--- src/rtl/distri_fifo_pkg.sv ---
// Shared geometry and pointer type for the distributed-RAM FIFO.
// The pointer carries one extra wrap bit above the RAM address.
package distri_fifo_pkg;

    localparam int FIFO_DEPTH  = 32;
    localparam int FIFO_AWIDTH = 5;
    localparam int FIFO_PWIDTH = 6;

    typedef logic [FIFO_PWIDTH-1:0] ptr_t;

endpackage

--- src/rtl/distri_ram.sv ---
// 32-entry distributed RAM: synchronous write port, asynchronous read port.
module distri_ram
    import distri_fifo_pkg::*;
#(
    parameter int XLEN = 32
) (
    input  logic                   clk_i,
    input  logic                   we_i,
    input  logic [FIFO_AWIDTH-1:0] write_addr_i,
    input  logic [XLEN-1:0]        data_i,
    input  logic [FIFO_AWIDTH-1:0] read_addr_i,
    output logic [XLEN-1:0]        data_o
);

    logic [XLEN-1:0] mem [FIFO_DEPTH];

    always_ff @(posedge clk_i) begin
        if (we_i) begin
            mem[write_addr_i] <= data_i;
        end
    end

    assign data_o = mem[read_addr_i];

endmodule

--- src/rtl/distri_fifo.sv ---
// First-word-fall-through FIFO wrapped around distri_ram; owns the pointers,
// occupancy and valid/ready flow control for both sides.
module distri_fifo
    import distri_fifo_pkg::*;
#(
    parameter int XLEN         = 32,
    parameter int AFULL_THRESH = 28
) (
    input  logic            clk_i,
    input  logic            rst_i,
    input  logic            flush_i,
    input  logic            s_valid_i,
    output logic            s_ready_o,
    input  logic [XLEN-1:0] s_data_i,
    output logic            m_valid_o,
    input  logic            m_ready_i,
    output logic [XLEN-1:0] m_data_o,
    output logic [5:0]      count_o,
    output logic            afull_o
);

    localparam logic [5:0] AFULL_VAL = 6'(AFULL_THRESH);

    ptr_t wr_ptr;
    ptr_t rd_ptr;
    logic empty;
    logic full;
    logic push_fire;
    logic pop_fire;

    // Equal addresses mean empty or full; the wrap bit tells them apart.
    assign empty = (wr_ptr == rd_ptr);
    assign full  = (wr_ptr[FIFO_AWIDTH-1:0] == rd_ptr[FIFO_AWIDTH-1:0]) &&
                   (wr_ptr[FIFO_AWIDTH] != rd_ptr[FIFO_AWIDTH]);

    assign s_ready_o = !full;
    assign m_valid_o = !empty;
    assign push_fire = s_valid_i && s_ready_o;
    assign pop_fire  = m_valid_o && m_ready_i;

    assign count_o = wr_ptr - rd_ptr;
    assign afull_o = (count_o >= AFULL_VAL);

    always_ff @(posedge clk_i) begin
        if (rst_i || flush_i) begin
            wr_ptr <= '0;
            rd_ptr <= '0;
        end else begin
            if (push_fire) begin
                wr_ptr <= wr_ptr + ptr_t'(1);
            end
            if (pop_fire) begin
                rd_ptr <= rd_ptr + ptr_t'(1);
            end
        end
    end

    distri_ram #(
        .XLEN(XLEN)
    ) u_ram (
        .clk_i       (clk_i),
        .we_i        (push_fire),
        .write_addr_i(wr_ptr[FIFO_AWIDTH-1:0]),
        .data_i      (s_data_i),
        .read_addr_i (rd_ptr[FIFO_AWIDTH-1:0]),
        .data_o      (m_data_o)
    );

endmodule
--- config.mk ---
export PLATFORM = sky130hd
export DESIGN_NAME = distri_fifo
export DESIGN_NICKNAME = d
export VERILOG_FILES = /design/src/rtl/distri_fifo_pkg.sv /design/src/rtl/distri_ram.sv /design/src/rtl/distri_fifo.sv
export SDC_FILE = /design/constraint.sdc
export NUM_CORES = 1
export LEC_CHECK = 0
export CORE_MARGIN = 2
export CORE_UTILIZATION = 50
export CTS_CLUSTER_DIAMETER = 30
export DETAILED_ROUTE_END_ITERATION = 10
export GPL_TIMING_DRIVEN = 0
export HOLD_SLACK_MARGIN = 0.1
export PLACE_DENSITY = 0.69
export SYNTH_ARGS = -nofsm -noshare
export SYNTH_HDL_FRONTEND = slang
export SYNTH_SLANG_ARGS = --single-unit
--- constraint.sdc ---
create_clock -name clk_i -period 3.6 [get_ports clk_i]
set_clock_uncertainty 0.15 [all_clocks]
set_input_delay 0.36 -clock clk_i [delete_from_list [all_inputs] [get_ports clk_i]]
set_output_delay 0.36 -clock clk_i [all_outputs]
set_load 0.005 [all_outputs]
# ---- Yosys cells after proc, flatten, opt, wreduce, memory -nomap -nowiden
# Memories as Yosys holds them, arrays and structs flattened. A register that Yosys moved wholly into a read port is not among the register bits.
# Cells that the tools add are included.
dict set report op_classes {
  n_lt_le_gt_ge 1
  eq_ne 3
  n_addsub 3
  reduce_logical 6
  n_mux 4
}
# op count
set op_table {}
lappend op_table {{adder 6 x 1 -> 6 bit, second input constant} 2}
lappend op_table {{2-to-1 mux 5 bit} 2}
lappend op_table {{== test 6 bit} 1}
lappend op_table {{greater-or-equal comparator 6 x 5 -> 1 bit, second input constant} 1}
lappend op_table {{subtractor 6 bit} 1}
lappend op_table {{== test 5 bit} 1}
lappend op_table {{logical AND 1 bit} 3}
lappend op_table {{logical NOT 1 bit} 2}
lappend op_table {{2-to-1 mux 1 bit} 2}
lappend op_table {{logical OR 1 bit} 1}
lappend op_table {{!= test 1 bit} 1}
dict set report word_totals {
  mem_bits_rw 1024
  in_bits 37
  n_memories 1
  word_cells 20
  regBits 12
  out_inout_bits 41
}
# memory words width read_ports rd_ports_with_merged_regs write_ports line
set mem_list {}
lappend mem_list {u_ram.mem 32 32 1 1 1 distri_ram.sv:15} ;# logic [XLEN-1:0] mem [FIFO_DEPTH];

# ---- Depth between registers and ports, before layout
# Gate-level depths: netlist of the first run.
dict set report depth {
  ltp_word 6
  mapped_depth 9
}

# ---- Hierarchy
# From an unflattened synthesis of the first run, not the netlist that was laid out.
dict set report unflattened {
  hier_cells 2326
  area_unflattened_um2 40687.8
}
# module area_each_um2 cells_per_inst n_inst
set modules_own_cells {}
lappend modules_own_cells {distri_ram 39844.5 2228 1}
lappend modules_own_cells {distri_fifo 843.3 98 1}

# ---- Worst setup path after synthesis of the first run
# No wires, ideal clock.
dict set report synth_timing {
  kind {flip-flop to flip-flop}
  start {register wr_ptr[0]}
  end {memory u_ram.mem[28][0], enable pin}
  arrival_ps 3049
  stages_incl_launch_ff 7
  period_less_slack_ps 3620
  n_path_buf 0
  setup_ps 421
  required_ps 3029
  setup_slack_ps -20
  cell_sequence {dfxtp_1 > inv_1 > ha_1 > and4_1 > a31oi_2 > nand2_1 > nor2_1}
}
dict set report synth_between {
  elab_chain_cells 6
}
# element line
set synth_lines {}
lappend synth_lines {{start: declaration} distri_fifo.sv:24} ;# ptr_t wr_ptr;
lappend synth_lines {{start signal: assignment} distri_fifo.sv:50} ;# wr_ptr <= wr_ptr + ptr_t'(1);
lappend synth_lines {{== test 5 bit} distri_fifo.sv:33} ;# assign full = (wr_ptr[FIFO_AWIDTH-1:0] == rd_ptr[FIFO_AWIDTH-1:0]) &&
lappend synth_lines {{logical AND 1 bit} distri_fifo.sv:33}
lappend synth_lines {{logical NOT 1 bit} distri_fifo.sv:36} ;# assign s_ready_o = !full;
lappend synth_lines {{logical AND 1 bit} distri_fifo.sv:38} ;# assign push_fire = s_valid_i && s_ready_o;
lappend synth_lines {{2-to-1 mux 1 bit} distri_ram.sv:18} ;# if (we_i) begin
lappend synth_lines {{2-to-1 mux 1 bit (implied by the code)} distri_ram.sv:19} ;# mem[write_addr_i] <= data_i;
lappend synth_lines {{end: declaration} distri_ram.sv:15}
# Parallel ways exist; a longest one is shown, timed or not.

# ---- Worst setup path after layout of the first run
dict set report layout_timing {
  start {register wr_ptr[0]}
  end {output port afull_o}
}
dict set report layout_between {
  elab_chain_cells 2
}
# element line
set layout_lines {}
lappend layout_lines {{subtractor 6 bit} distri_fifo.sv:41} ;# assign count_o = wr_ptr - rd_ptr;
lappend layout_lines {{greater-or-equal comparator 6 x 5 -> 1 bit} distri_fifo.sv:42} ;# assign afull_o = (count_o >= AFULL_VAL);
lappend layout_lines {{end: declaration} distri_fifo.sv:19} ;# output logic afull_o
# Every way passes these cells.

==> impl_results.md, run 1 <==
- Crit path DAT: 3060 ps
- Core Rows: 102
- Sequential-to-total area share from yosys stat: 79.0%
- Synth unique cells: 42
- Met1 GRT Util: 31.6%
- Max VDD drop: 477 µV
- Worst-skew pair later-pin latency: 730 ps
- Tmin final: 3570 ps
- Kind of critical path: reg2out
- Hold Buf Count CTS: 0
- Crit path max-delay cell type: clkdlybuf4s50_1
- RSZ-0062 raised after global routing: yes
- Clock Sink Count: 1,041
- Pin count of the biggest net entering global routing: 33
- Synth Flop Type: edfxtp_1
- Worst hold start: m_ready_i
- Drt pass-1 iters: 7
- Die area: 81,000 µm²
- Top cells by area, synth: edfxtp_1 78%, mux4_2 14%, o22ai_1 2.0%
- Max-slew violation count: 0
- Final setup fails: 0
- Most frequent cells in the layout: 1,024 x edfxtp_1, 249 x mux4_2, 167 x clkbuf_16
- PwrDens: 611 nW/µm²
- Starting Density: 50.6%
- Fmax: 280 MHz
- Crit. End Element: output pin
- Leakage: 15.6 nW
- Global route overflow: 0
- CTS Buffer Depth: 3
- Worst slew pin tran: 1180 ps
- Final worst slack: 33.0 ps
- Cells after Synth: 1,693
- Area share of the largest cell type after synthesis: 78.1%
- Area of the core: 77,700 µm²
- TritonCTS Buffers: 161
- Max transition margin: 21.3%
- Grt met2 use: 42.6%
- Vias: 20,000
- Cells on worst reg2reg path: 7
- Overall Power: 30.5 mW
- Grt peak-use layer: met2
- Synth Cell Area: 39,400 µm²
- Syn-to-layout area delta: 27.0%
- WL/cell: 31.5 µm
- CTS root buf: clkbuf_16
- DRC: 0
- Hold depth: 3
- Worst flop-to-flop path startpoint: rd_ptr[4]
- Multi-input gate area in the final layout: 8780 µm²
- # IOs: 78
- Final Net Count: 2,041
- Gpl congestion: 0.779
- Setup TNS: 0 ps
- CP Launch Type: register
- Worst reg2reg endpoint: u_ram.mem[11][17]
- CTS tree: yes
- Die W: 285 µm
- Met3 usage: 5.63%
- First-pass GRT wire length: 144 mm
- Layout cells sized above 1: 39.0%
- Worst Path Required: 3090 ps
- Max-Cap Viols: 0
- DP HPWL: 58.1 mm
- Remaining antenna violation count: 0
- Slowest stage delay, CP: 440 ps
- Syn Nets: 1,741
- EDFF count, synth: 1,024
- Vias per inst: 6.31
- Htree depth: 4
- R2R setup slack: 160 ps
- Most used cell, CP: or2_2
- Overall Global Routing Usage: 24.9%
- Die Ht: 285 µm
- CP Cell Sequence: inv_2, ha_2, inv_1, fa_2, a21o_1, a21oi_2, or2_2, a21oi_1, or2_2, clkdlybuf4s50_1
- Post-synth top area cell: edfxtp_1
- Worst-path clk slew: 60 ps
- FILL cells: 4,792
- Warnings from Yosys: 0
- Final hold vios: 0
- Storage cell area: 31,100 µm²
- Starting DRT DRC Count: 2,415
- Worst min-delay path class: in2reg
- Most common library cell in the layout ignoring fill and taps: edfxtp_1
- Status: completed
- Post-synthesis async set-or-reset flop share: 0%
- Vias in the first global route: 21,000
- Mean area per synthesized cell: 23.2 µm²
- Final WL: 99.8 mm
- Inserted Diodes: 0
- Crit Path Max Fanout: 6
- Antenna violations before repair: 0
- Port bufs: 77
- Place WS: -323 ps
- Fin crit share: 99.1%
- Yosys reg bits: 1,041
## worst max-delay path, delay by kind of cell, from the launching register on
kind / cells / cell delay [ps]
buf+inv: 3 / 580
fa+ha+maj: 2 / 560
compound gates: 3 / 420
simple gates: 2 / 400
flops: 1 / 360
## metal layers
metal,wire (µm),vias up
met4,2970,0
met1,37500,10700
met5,0,-
li1,-,7988
met3,7230,198
met2,52100,1092
## area by class of cell
cell class | instances | share of cell area (%)
multi-input cells | 553 | 17.6
repair buffers | 139 | 3.78
plain buffers | 85 | 1.98
flip-flops and latches | 1041 | 62.2
inverters | 12 | 0.0901
well taps | 1040 | 2.60
clock inverters | 125 | 3.38
clock buffers | 173 | 8.36
## registers in the layout (all words and copies together), names as in the netlist, named ones only
register / cells
rd_ptr: 6
u_ram.mem: 1024
wr_ptr: 6
## stage by stage
step	hold slack, ps	util, %	cells	cell area (µm²)
floorplan	309	-	1693	39400
global placement	353	53.3	2810	41400
detailed placement	375	54.5	2842	42400
CTS	135	63.8	3163	49600
global route	181	64.3	3168	50000
finish	171	64.3	3168	50000
## cells by family (layout without fill, tap and decap cells)
| family | Yosys count | count (layout) | synth area share, % |
|---|---|---|---|
| DFF | 1041 | 1041 | 79.0 |
| muxes | 256 | 256 | 14.7 |
| AOI/OAI and AO/OA | 143 | 143 | 2.28 |
| and+or+nand+nor | 130 | 130 | 1.70 |
| buffers and inverters | 99 | 534 | 1.63 |
| xor gates and xnor gates | 13 | 13 | 0.308 |
| adders and majority gates | 11 | 11 | 0.369 |
## synth_stat cells, drive strengths merged (3+ instances only)
| library cell | number |
|---|---|
| or2 | 3 |
| nor3 | 4 |
| nand2 | 12 |
| nand4 | 4 |
| dfxtp | 17 |
| nand3b | 6 |
| xor2 | 7 |
| ha | 10 |
| nor4 | 32 |
| xnor2 | 6 |
| edfxtp | 1024 |
| o22ai | 128 |
| nor2 | 51 |
| mux4 | 256 |
| nand3 | 5 |
| clkbuf | 28 |
| buf | 59 |
| inv | 12 |
| a21oi | 7 |
| or3 | 3 |
## power breakdown
part	internal [mW]	leakage (nW)	switching (mW)
sequential	13.4	9.37	0.0130
clock	10.9	2.85	5.76
combinational	0.190	3.42	0.318
total	24.4	15.6	6.09
## worst max path at each step
stage	cells past startpoint	startpoint	end	slack (ps)
floorplan	6	wr_ptr[0]	u_ram.mem[28][0]	-20
global placement	6	wr_ptr[0]	u_ram.mem[17][15]	-2020
detailed placement	6	register	m_data_o[11]	-320
CTS	5	register	m_data_o[11]	-70
global route	10	wr_ptr[0]	afull_o	-110
finish	10	wr_ptr[0]	afull_o	30
## repair_timing
action / in CTS / in global routing
endpoints found under the hold margin: 0 / 0
cloned: 1 / 1
setup buffers: 24 / 4
pin swaps: 44 / 8
endpoints found under the setup margin: 610 / 39
gates resized for setup: 229 / 72
Power figures use the tool's default switching activity.
==> run 2, diff against run 1 <==
--- a/config.mk
+++ b/config.mk
@@ -6,12 +6,12 @@
 export NUM_CORES = 1
 export LEC_CHECK = 0
 export CORE_MARGIN = 2
-export CORE_UTILIZATION = 50
+export CORE_UTILIZATION = 30
 export CTS_CLUSTER_DIAMETER = 30
+export CTS_CLUSTER_SIZE = 24
 export DETAILED_ROUTE_END_ITERATION = 10
 export GPL_TIMING_DRIVEN = 0
 export HOLD_SLACK_MARGIN = 0.1
-export PLACE_DENSITY = 0.69
 export SYNTH_ARGS = -nofsm -noshare
 export SYNTH_HDL_FRONTEND = slang
 export SYNTH_SLANG_ARGS = --single-unit
==> run 2 against run 1 <==
Compared with the run above:
- the run now ends with setup timing left
- largest power group unchanged
- register-to-register slack lost 30 ps
- critical path type unchanged
- global-route usage shrank 10 points
- cell count grew 25%
- sequential power is essentially flat
- cell area grew 4.3%
- worst hold slack lost 26 ps
- worst setup slack lost 64 ps
- flip-flop and latch count is the same
- sequential share of layout area shrank 2.6 points
- combinational power is essentially flat
- utilization shrank 24 points
==> impl_results.md, run 2 (synthesis results as in run 1) <==
- Final setup fails: 1
- Core Rows: 132
- Clock Sink Count: 1,041
- Multi-input gate area in the final layout: 8870 µm²
- Overall Power: 31.9 mW
- Gpl congestion: 0.769
- PwrDens: 612 nW/µm²
- Kind of critical path: reg2out
- Most common library cell in the layout ignoring fill and taps: edfxtp_1
- Fin crit share: 101%
- Failing checks: setup timing
- Crit path max-delay cell type: clkdlybuf4s50_1
- Vias in the first global route: 20,800
- Crit. End Element: output pin
- Vias per inst: 4.99
- Max-Cap Viols: 0
- Layout cells sized above 1: 40.5%
- Top Registers: u_ram.mem x1024, rd_ptr x6, wr_ptr x6
- Most frequent cells in the layout: 1,024 x edfxtp_1, 248 x mux4_2, 187 x clkbuf_16
- Worst-path clk slew: 50 ps
- Remaining antenna violation count: 0
- Cell Count, Final, Fillers Out: 3,951
- Vias: 19,700
- Max transition margin: 21.2%
- DP HPWL: 63.2 mm
- CTS Buffer Depth: 3
- Dpl cells: 3,544
- Final hold vios: 0
- Worst Path Required: 3090 ps
- Global route overflow: 0
- Overall Global Routing Usage: 15.0%
- First-pass GRT wire length: 146 mm
- RSZ-0062 raised after global routing: yes
- WL/cell: 25.9 µm
- Register name with the most flops: u_ram.mem
- Pin count of the biggest net entering global routing: 33
- Hold Buf Count CTS: 0
- CP delay by family, top: simple AND/OR/NAND/NOR gates
- Tmin final: 3630 ps
- Syn-to-layout area delta: 32.4%
- Die Ht: 366 µm
- Area of the core: 130,000 µm²
- TritonCTS Buffers: 187
- Drt pass-1 iters: 5
- Final worst slack: -30.9 ps
- CP bufs+invs: 3
- CTS root buf: clkbuf_16
- Status: finished, violations left
- CTS tree: yes
- Placed Area: 43,200 µm²
- Storage cell area: 31,100 µm²
- Crit path DAT: 3120 ps
- Final Net Count: 2,094
- Starting DRT DRC Count: 1,991
- CP Launch Type: register
- Die W: 366 µm
- # IOs: 78
- Fmax: 275 MHz
- Fin area: 52,100 µm²
- Crit Path Max Fanout: 5
- Port bufs: 77
- Max VDD drop: 391 µV
- Die area: 134,000 µm²
- Place WS: -527 ps
- Largest register FFs: 1,024
- Htree depth: 4
- Slowest stage delay, CP: 480 ps
- DRC: 0
- Final WL: 102 mm
- Max-slew violation count: 0
- Leakage: 16.2 nW
- Worst min-delay path class: in2reg
- Starting Density: 30.3%
- CP Cell Sequence: inv_4, ha_4, inv_2, fa_2, nand2b_4, nor4b_4, nor3_2, a21oi_1, or2_4, clkdlybuf4s50_1
- Worst slew pin tran: 1180 ps
- FILL cells: 11,200
- Worst-skew pair later-pin latency: 760 ps
- Hold slack: 145 ps
- Antenna violations before repair: 3
[run 2: changes by cell type in the layout (fill, tap and decap cells not counted), moves of 6 or more]
cell             before  now
clkinv_8              7    1
clkbuf_1             11   22
buf_6                11   20
clkinvlp_4           10   21
nor4_4               13   20
dlygate4sd2_1        13   24
clkinv_16             0   12
buf_12               59   67
nor4_2               19    9
buf_4                35   42
clkinv_2             19   30
clkdlybuf4s50_1      61   48
clkbuf_16           167  187
[run 2: path summary, 6_finish.rpt]
| path | start | endpoint | slack, ps | depth (start not counted) |
|---|---|---|---|---|
| setup / recovery | wr_ptr[0] | afull_o | -30 | 10 |
| hold / removal | rst_i | rd_ptr[5] | 150 | 3 |
| setup reg to reg | rd_ptr[3] | u_ram.mem[31][16] | 130 | 7 |
| hold reg to reg | rd_ptr[1] | rd_ptr[1] | 390 | 2 |
[run 2: area by class of cell]
| class | count | share of cell area, % |
|---|---|---|
| antenna | 2 | 0.00960 |
| buffer | 85 | 2.05 |
| clock buffer | 205 | 9.11 |
| clock inverter | 145 | 3.62 |
| inverter | 12 | 0.0912 |
| multi-input combinational | 553 | 17.0 |
| sequential | 1041 | 59.7 |
| tap | 1742 | 4.18 |
| timing repair buffer | 166 | 4.24 |
[run 2: worst register-to-register path, delay by kind of cell, from the launching register on]
kind / cells / cell delay (ps)
and+or+nand+nor: 3 / 1370
adders and majority gates: 1 / 420
AOI/OAI and AO/OA: 1 / 500
buffers and inverters: 2 / 350
DFF: 1 / 300
[run 2: through the flow]
| stage | TNS, ps | util (%) |
|---|---|---|
| 2_1_floorplan | -14020 | - |
| 3_3_place_gp | -2116700 | 32.6 |
| 3_5_place_dp | -76890 | 33.3 |
| 4_1_cts | -1.11 | 39.9 |
| 5_1_grt | -167 | 40.1 |
| 6_report | -30.9 | 40.1 |
[run 2: where the power goes]
| group | switching (mW) | total (mW) | leakage (nW) | internal, mW |
|---|---|---|---|---|
| Clock | 6.30 | 18.0 | 3.16 | 11.7 |
| Sequential | 0.0117 | 13.4 | 9.37 | 13.4 |
| Combinational | 0.324 | 0.510 | 3.66 | 0.186 |
[run 2: layer usage]
layer / GRT usage, % / up-vias / wire length [µm]
li1: - / 8107 / -
met1: 18.5 / 10600 / 40200
met2: 26.0 / 785 / 53000
met3: 2.86 / 211 / 5910
met4: 5.63 / 0 / 3140
met5: 0 / - / 0
[run 2: what timing repair did]
action,in CTS,in global routing
pin swaps,55,13
endpoints found under the setup margin,546,73
buffers inserted,38,17
gates cloned,2,0
gates resized for setup,311,27
